File: src/rtl/axi_pkg.sv
// Shared AXI encodings and the write-initiator state type.
package axi_pkg;

    localparam logic [1:0] BURST_FIXED = 2'd0;
    localparam logic [1:0] BURST_INCR  = 2'd1;
    localparam logic [1:0] BURST_WRAP  = 2'd2;

    localparam logic [1:0] RESP_OKAY   = 2'd0;
    localparam logic [1:0] RESP_EXOKAY = 2'd1;
    localparam logic [1:0] RESP_SLVERR = 2'd2;
    localparam logic [1:0] RESP_DECERR = 2'd3;

    typedef enum logic [1:0] {
        IDLE = 2'd0,
        XFER = 2'd1,
        RESP = 2'd2
    } state_t;

    function automatic logic is_err_resp(input logic [1:0] resp);
        return resp[1];
    endfunction

endpackage

File: src/rtl/axi_master_write_if.sv
// AXI write address, data and response channels between one initiator and one target.
interface axi_master_write_if #(
    parameter int ADDR_W = 32,
    parameter int DATA_W = 32,
    parameter int ID_W   = 12
);
    logic              awvalid;
    logic              awready;
    logic [ADDR_W-1:0] awaddr;
    logic [7:0]        awlen;
    logic [2:0]        awsize;
    logic [1:0]        awburst;
    logic [ID_W-1:0]   awid;

    logic                wvalid;
    logic                wready;
    logic [DATA_W-1:0]   wdata;
    logic [DATA_W/8-1:0] wstrb;
    logic                wlast;
    logic [ID_W-1:0]     wid;

    logic            bvalid;
    logic            bready;
    logic [1:0]      bresp;
    logic [ID_W-1:0] bid;

    modport master (
        output awvalid, awaddr, awlen, awsize, awburst, awid,
        input  awready,
        output wvalid, wdata, wstrb, wlast, wid,
        input  wready,
        input  bvalid, bresp, bid,
        output bready
    );

    modport slave (
        input  awvalid, awaddr, awlen, awsize, awburst, awid,
        output awready,
        input  wvalid, wdata, wstrb, wlast, wid,
        output wready,
        output bvalid, bresp, bid,
        input  bready
    );
endinterface

File: src/rtl/axi_master_write.sv
// Single-outstanding AXI write initiator: registered AW, streamed W with wlast, B capture.
module axi_master_write
    import axi_pkg::*;
#(
    parameter int ADDR_W = 32,
    parameter int DATA_W = 32,
    parameter int ID_W   = 12
) (
    input  logic                clk,
    input  logic                rst,

    input  logic                req_valid,
    output logic                req_ready,
    input  logic [ADDR_W-1:0]   req_addr,
    input  logic [7:0]          req_len,
    input  logic [2:0]          req_size,
    input  logic [1:0]          req_burst,
    input  logic [ID_W-1:0]     req_id,

    input  logic                wd_valid,
    input  logic [DATA_W-1:0]   wd_data,
    input  logic [DATA_W/8-1:0] wd_strb,
    output logic                wd_ready,

    axi_master_write_if.master  m_axi,

    output logic                done_valid,
    output logic [1:0]          done_resp,
    output logic                done_id_err
);

    state_t            state_reg;
    state_t            state_next;
    logic              aw_pend_reg;
    logic              w_done_reg;
    logic [7:0]        beat_cnt_reg;
    logic [ADDR_W-1:0] addr_reg;
    logic [7:0]        len_reg;
    logic [2:0]        size_reg;
    logic [1:0]        burst_reg;
    logic [ID_W-1:0]   id_reg;
    logic              done_valid_reg;
    logic [1:0]        done_resp_reg;
    logic              done_id_err_reg;

    logic in_xfer;
    logic aw_hs;
    logic w_hs;
    logic last_beat;
    logic aw_pend_next;
    logic w_done_next;

    assign in_xfer   = (state_reg == XFER);
    assign last_beat = (beat_cnt_reg == 8'd0);
    assign aw_hs     = m_axi.awvalid && m_axi.awready;
    assign w_hs      = m_axi.wvalid && m_axi.wready;

    assign m_axi.awvalid = in_xfer && aw_pend_reg;
    assign m_axi.awaddr  = addr_reg;
    assign m_axi.awlen   = len_reg;
    assign m_axi.awsize  = size_reg;
    assign m_axi.awburst = burst_reg;
    assign m_axi.awid    = id_reg;

    // Write data is a straight pass-through; only the valid is gated by burst progress.
    assign m_axi.wvalid = in_xfer && wd_valid && !w_done_reg;
    assign m_axi.wdata  = wd_data;
    assign m_axi.wstrb  = wd_strb;
    assign m_axi.wid    = id_reg;
    assign m_axi.wlast  = last_beat;
    assign wd_ready     = m_axi.wready && !w_done_reg && in_xfer;

    assign m_axi.bready = (state_reg == RESP);
    assign req_ready    = (state_reg == IDLE);

    assign done_valid  = done_valid_reg;
    assign done_resp   = done_resp_reg;
    assign done_id_err = done_id_err_reg;

    // Look-ahead flags let XFER leave in the same edge the final handshake lands.
    assign aw_pend_next = aw_pend_reg && !aw_hs;
    assign w_done_next  = w_done_reg || (w_hs && last_beat);

    always_comb begin
        state_next = state_reg;
        case (state_reg)
            IDLE:    if (req_valid) state_next = XFER;
            XFER:    if (!aw_pend_next && w_done_next) state_next = RESP;
            RESP:    if (m_axi.bvalid) state_next = IDLE;
            default: state_next = IDLE;
        endcase
    end

    always_ff @(posedge clk) begin
        if (rst) begin
            state_reg       <= IDLE;
            aw_pend_reg     <= 1'b0;
            w_done_reg      <= 1'b0;
            beat_cnt_reg    <= 8'd0;
            addr_reg        <= '0;
            len_reg         <= 8'd0;
            size_reg        <= 3'd0;
            burst_reg       <= 2'd0;
            id_reg          <= '0;
            done_valid_reg  <= 1'b0;
            done_resp_reg   <= 2'd0;
            done_id_err_reg <= 1'b0;
        end else begin
            state_reg      <= state_next;
            done_valid_reg <= 1'b0;
            case (state_reg)
                IDLE: begin
                    if (req_valid) begin
                        addr_reg     <= req_addr;
                        len_reg      <= req_len;
                        size_reg     <= req_size;
                        burst_reg    <= req_burst;
                        id_reg       <= req_id;
                        beat_cnt_reg <= req_len;
                        aw_pend_reg  <= 1'b1;
                        w_done_reg   <= 1'b0;
                    end
                end
                XFER: begin
                    aw_pend_reg <= aw_pend_next;
                    w_done_reg  <= w_done_next;
                    // Hold at zero on the last beat so the counter never wraps.
                    if (w_hs && !last_beat) begin
                        beat_cnt_reg <= beat_cnt_reg - 8'd1;
                    end
                end
                RESP: begin
                    if (m_axi.bvalid) begin
                        done_valid_reg  <= 1'b1;
                        done_resp_reg   <= m_axi.bresp;
                        done_id_err_reg <= (m_axi.bid != id_reg);
                    end
                end
                default: ;
            endcase
        end
    end

endmodule

File: src/flat_wrapper.sv
// flat-port wrapper written by rule: the top's interface ports become plain ports
module axi_master_write_flat import axi_pkg::*;
#(
    parameter int ADDR_W = 32,
    parameter int DATA_W = 32,
    parameter int ID_W   = 12
)
  (clk, rst, req_valid, req_ready, req_addr, req_len, req_size, req_burst, req_id, wd_valid, wd_data, wd_strb, wd_ready, done_valid, done_resp, done_id_err, m_axi_awvalid, m_axi_awaddr, m_axi_awlen, m_axi_awsize, m_axi_awburst, m_axi_awid, m_axi_awready, m_axi_wvalid, m_axi_wdata, m_axi_wstrb, m_axi_wlast, m_axi_wid, m_axi_wready, m_axi_bvalid, m_axi_bresp, m_axi_bid, m_axi_bready);
  axi_master_write_if #(.ADDR_W(ADDR_W), .DATA_W(DATA_W), .ID_W(ID_W)) m_axi_i ();
  input  logic clk;
  input  logic rst;
  input  logic req_valid;
  output logic req_ready;
  input  logic [ADDR_W-1:0] req_addr;
  input  logic [7:0] req_len;
  input  logic [2:0] req_size;
  input  logic [1:0] req_burst;
  input  logic [ID_W-1:0] req_id;
  input  logic wd_valid;
  input  logic [DATA_W-1:0] wd_data;
  input  logic [DATA_W/8-1:0] wd_strb;
  output logic wd_ready;
  output logic done_valid;
  output logic [1:0] done_resp;
  output logic done_id_err;
  output wire logic [$bits(m_axi_i.awvalid)-1:0] m_axi_awvalid;
  output wire logic [$bits(m_axi_i.awaddr)-1:0] m_axi_awaddr;
  output wire logic [$bits(m_axi_i.awlen)-1:0] m_axi_awlen;
  output wire logic [$bits(m_axi_i.awsize)-1:0] m_axi_awsize;
  output wire logic [$bits(m_axi_i.awburst)-1:0] m_axi_awburst;
  output wire logic [$bits(m_axi_i.awid)-1:0] m_axi_awid;
  input wire logic [$bits(m_axi_i.awready)-1:0] m_axi_awready;
  output wire logic [$bits(m_axi_i.wvalid)-1:0] m_axi_wvalid;
  output wire logic [$bits(m_axi_i.wdata)-1:0] m_axi_wdata;
  output wire logic [$bits(m_axi_i.wstrb)-1:0] m_axi_wstrb;
  output wire logic [$bits(m_axi_i.wlast)-1:0] m_axi_wlast;
  output wire logic [$bits(m_axi_i.wid)-1:0] m_axi_wid;
  input wire logic [$bits(m_axi_i.wready)-1:0] m_axi_wready;
  input wire logic [$bits(m_axi_i.bvalid)-1:0] m_axi_bvalid;
  input wire logic [$bits(m_axi_i.bresp)-1:0] m_axi_bresp;
  input wire logic [$bits(m_axi_i.bid)-1:0] m_axi_bid;
  output wire logic [$bits(m_axi_i.bready)-1:0] m_axi_bready;
  assign m_axi_awvalid = m_axi_i.awvalid;
  assign m_axi_awaddr = m_axi_i.awaddr;
  assign m_axi_awlen = m_axi_i.awlen;
  assign m_axi_awsize = m_axi_i.awsize;
  assign m_axi_awburst = m_axi_i.awburst;
  assign m_axi_awid = m_axi_i.awid;
  assign m_axi_i.awready = m_axi_awready;
  assign m_axi_wvalid = m_axi_i.wvalid;
  assign m_axi_wdata = m_axi_i.wdata;
  assign m_axi_wstrb = m_axi_i.wstrb;
  assign m_axi_wlast = m_axi_i.wlast;
  assign m_axi_wid = m_axi_i.wid;
  assign m_axi_i.wready = m_axi_wready;
  assign m_axi_i.bvalid = m_axi_bvalid;
  assign m_axi_i.bresp = m_axi_bresp;
  assign m_axi_i.bid = m_axi_bid;
  assign m_axi_bready = m_axi_i.bready;
  axi_master_write #(.ADDR_W(ADDR_W), .DATA_W(DATA_W), .ID_W(ID_W)) u_core (.clk(clk), .rst(rst), .req_valid(req_valid), .req_ready(req_ready), .req_addr(req_addr), .req_len(req_len), .req_size(req_size), .req_burst(req_burst), .req_id(req_id), .wd_valid(wd_valid), .wd_data(wd_data), .wd_strb(wd_strb), .wd_ready(wd_ready), .m_axi(m_axi_i), .done_valid(done_valid), .done_resp(done_resp), .done_id_err(done_id_err));
endmodule
File: config.mk
export PLATFORM = sky130hd
export DESIGN_NAME = axi_master_write_flat
export DESIGN_NICKNAME = d
export VERILOG_FILES = /design/src/rtl/axi_pkg.sv /design/src/rtl/axi_master_write_if.sv /design/src/rtl/axi_master_write.sv /design/src/flat_wrapper.sv
export SDC_FILE = /design/constraint.sdc
export NUM_CORES = 1
export LEC_CHECK = 0
export BUFFER_PORTS_ARGS = -buffer_cell sky130_fd_sc_hd__buf_2
export CORE_MARGIN = 3
export CORE_UTILIZATION = 42
export CTS_CLUSTER_SIZE = 24
export DETAILED_ROUTE_END_ITERATION = 8
export PLACE_DENSITY = 0.82
export SETUP_SLACK_MARGIN = 0.15
export SYNTH_ARGS = -nofsm -noshare
export SYNTH_HDL_FRONTEND = slang
export SYNTH_SLANG_ARGS = --single-unit
File: constraint.sdc
create_clock -name clk -period 3.78 [get_ports clk]
set_clock_uncertainty 0.15 [all_clocks]
set_input_delay 0.189 -clock clk [delete_from_list [all_inputs] [get_ports clk]]
set_output_delay 0.189 -clock clk [all_outputs]
set_load 0.01 [all_outputs]
==> impl_metrics.toml <==
[floorplanning]
core_region_area_mm2 = 0.00741
die_height_um = 94.3
fp-row-count = 31
initial_core_util_pct = 44.2
die_w_um = 94.3
io_pins = 229
design.die.area_mm2 = 0.00890

[clock_network]
clk-insertion-delay-late_ns = 0.34
cts_setup_buffers = 0
clock_tree_buffer_depth = 2
cts.htree.levels = 3
cts_tree = "done"
post_cts_hold_buffer_count = 62
cts-resized-gates = 0
worst_setup_hold_path_clk_slew_ns = 0.09
clkSinkCount = 73
ctsRootBufferMaster = "clkbuf_8"
numCtsBuffers = 9

[yosys]
synth_cell_types = 34
post-synth-top-area-cell = "dfxtp_1"
syn_nets = 545
postSynthCellCount = 429
yosys_warnings = 0
ys_seq_area_share_pct = 44.6
netlist_area_mm2 = 0.00328
synth_area_per_cell_um2 = 7.64
synthesis_stage_register_bit_count = 73
synth.top_cell.area_share_pct = 44.6
synth.top_cells.by_area = "dfxtp_1 (45%), nand2_1 (16%), a21oi_1 (11%)"

[sta]
timing.final.hold_violations = 0
fmax_ghz = 0.410
setup_viol = 0
period_share_pct = 64.5
slew_headroom_pct = 24.5
grt_setup_unrepaired = "no"
worst_hold_slack_ns = 0.0522
timing_max_transition_violations_final = 0
finalSetupTns_ns = 0
final.min_clock_period_ns = 2.44
tightestPinTransition_ns = 1.13

[cells_and_area]
area_growth_syn_to_layout_pct = 40.2
largest_register_ffs = 32
final_core_area_utilization_pct = 62.0
num_antenna_cells = 0
nets = 703
final_instance_area_mm2 = 0.00459
drive_gt1_share_pct = 30.6

[place]
dpl_cell_area_mm2 = 0.00374
portBuffers = 156
finalWeightedCongestion = 0.854
place.detailed.hpwl_um = 6270

[grt]
grt_remaining_overflow = 0
track_usage_pct = 21.6
wire_length_of_the_first_global_routing_pass_um = 15200
antenna_found_initial = 0
first_global_vias = 3309
maximum_number_of_pins_on_one_net_before_global_route_repair = 62

[critical_path]
setup.worst_path.start_class = "register"
critPathKind = "reg -> out"
end_kind = "output pin"
cp_data_required_time_ns = 3.44
arrival_ns = 2.10
critical_path_peak_fanout = 7

[drt]
drt_first_iter_violations = 123
totalWireLength_um = 9870
avgRoutedWirePerCell_um = 14.3
num_vias = 3414
detail_route.drc_violations = 0
final_antenna_net_count = 0
avgViaCountPerCell = 4.94
drt_pass1_iterations = 4

[min_path]
hold_path.class = "in -> reg"

[pwr]
worst_ir_drop_vdd_uv = 240
power_density_mw_per_mm2 = 434
power_leakage_nw = 2.12

[run_status]
status = "finished clean"

[flow_run]
cap_violations = 0
[cell usage in the layout, fill, tap and decap left out, types with 3 or more instances in the layout]
cell / Yosys / final
nand3_1: 5 / 5
clkbuf_8: 0 / 10
dlygate4sd3_1: 0 / 62
buf_2: 0 / 156
nand4_1: 3 / 3
nand2_1: 138 / 137
o21ai_1: 6 / 6
nor2_1: 12 / 12
inv_1: 3 / 3
a21oi_1: 73 / 73
xnor2_1: 12 / 12
nor3_1: 3 / 3
dfxtp_1: 73 / 73
[synthesized netlist by cell type, drive strengths merged]
master,number
nand2,138
nand2b,2
o22ai,1
a21o,1
a32o,1
or4,1
nand3b,1
or4b,1
xnor2,12
o21ai,9
nor3b,1
a21oi,74
a31oi,1
nor2b,2
o21a,1
inv,3
nor3,3
nand3,5
clkbuf,24
nor4,2
nand4,3
ha,2
buf,49
nor4bb,1
a22o,1
dfxtp,73
and2,3
o211ai,2
nor2,12
[logic make-up after synthesis]
group / Yosys count / synth area share (%)
AOI/OAI and AO/OA: 91 / 15.0
xor gates and xnor gates: 12 / 3.21
adders and majority gates: 2 / 0.764
buffers and inverters: 76 / 14.2
DFF: 73 / 44.6
and+or+nand+nor: 175 / 22.2
[final timing paths]
kind              slack [ns]  cells past startpoint                    start                 endpoint
hold / removal          0.05                      3             m_axi_bvalid       u_core.done_id_err
setup reg to reg        1.43                      6   u_core.beat_cnt_reg[2]   u_core.beat_cnt_reg[0]
hold reg to reg         0.30                      2  u_core.m_axi.awaddr[25]  u_core.m_axi.awaddr[25]
setup / recovery        1.34                      4   u_core.beat_cnt_reg[2]              m_axi_wlast
[power by group]
| part | internal [W] | switching (W) | leakage, nW | total (W) |
|---|---|---|---|---|
| Clock | 0.000392 | 0.000295 | 0.113 | 0.000687 |
| Sequential | 0.000827 | 0.0000403 | 0.599 | 0.000867 |
| Combinational | 0.000195 | 0.000242 | 1.41 | 0.000438 |
| Total | 0.00141 | 0.000578 | 2.12 | 0.00199 |
[critical path: stages, from the launching register on]
cell	delay, ns
dfxtp_1	0.37
or4_1	0.56
or4b_4	0.58
inv_1	0.11
buf_2	0.15
[final cells by class]
type / instances / area (um^2)
inverters: 3 / 11.3
clock inverters: 6 / 90.1
flip-flops and latches: 73 / 1460
clock buffers: 10 / 138
repair buffers: 220 / 1420
fillers: 630 / 2820
multi-input cells: 280 / 1350
well taps: 99 / 124
[per-layer routing]
layer,global-route usage (%),vias to the layer above,wire length [um]
met4,9.51,0,201
li1,-,1668,-
met3,5.58,20,818
met5,0,-,0
met1,22.8,1549,3800
met2,40.2,177,5050
[metrics by stage]
stage          worst slack, ns  power, W  cells
2_1_floorplan             1.64   0.00117    429
3_3_place_gp              1.55   0.00125    613
3_5_place_dp              1.48   0.00127    613
4_1_cts                   1.34   0.00201    691
5_1_grt                   1.27   0.00209    691
6_report                  1.34   0.00199    691
Power figures use the tool's default switching activity.
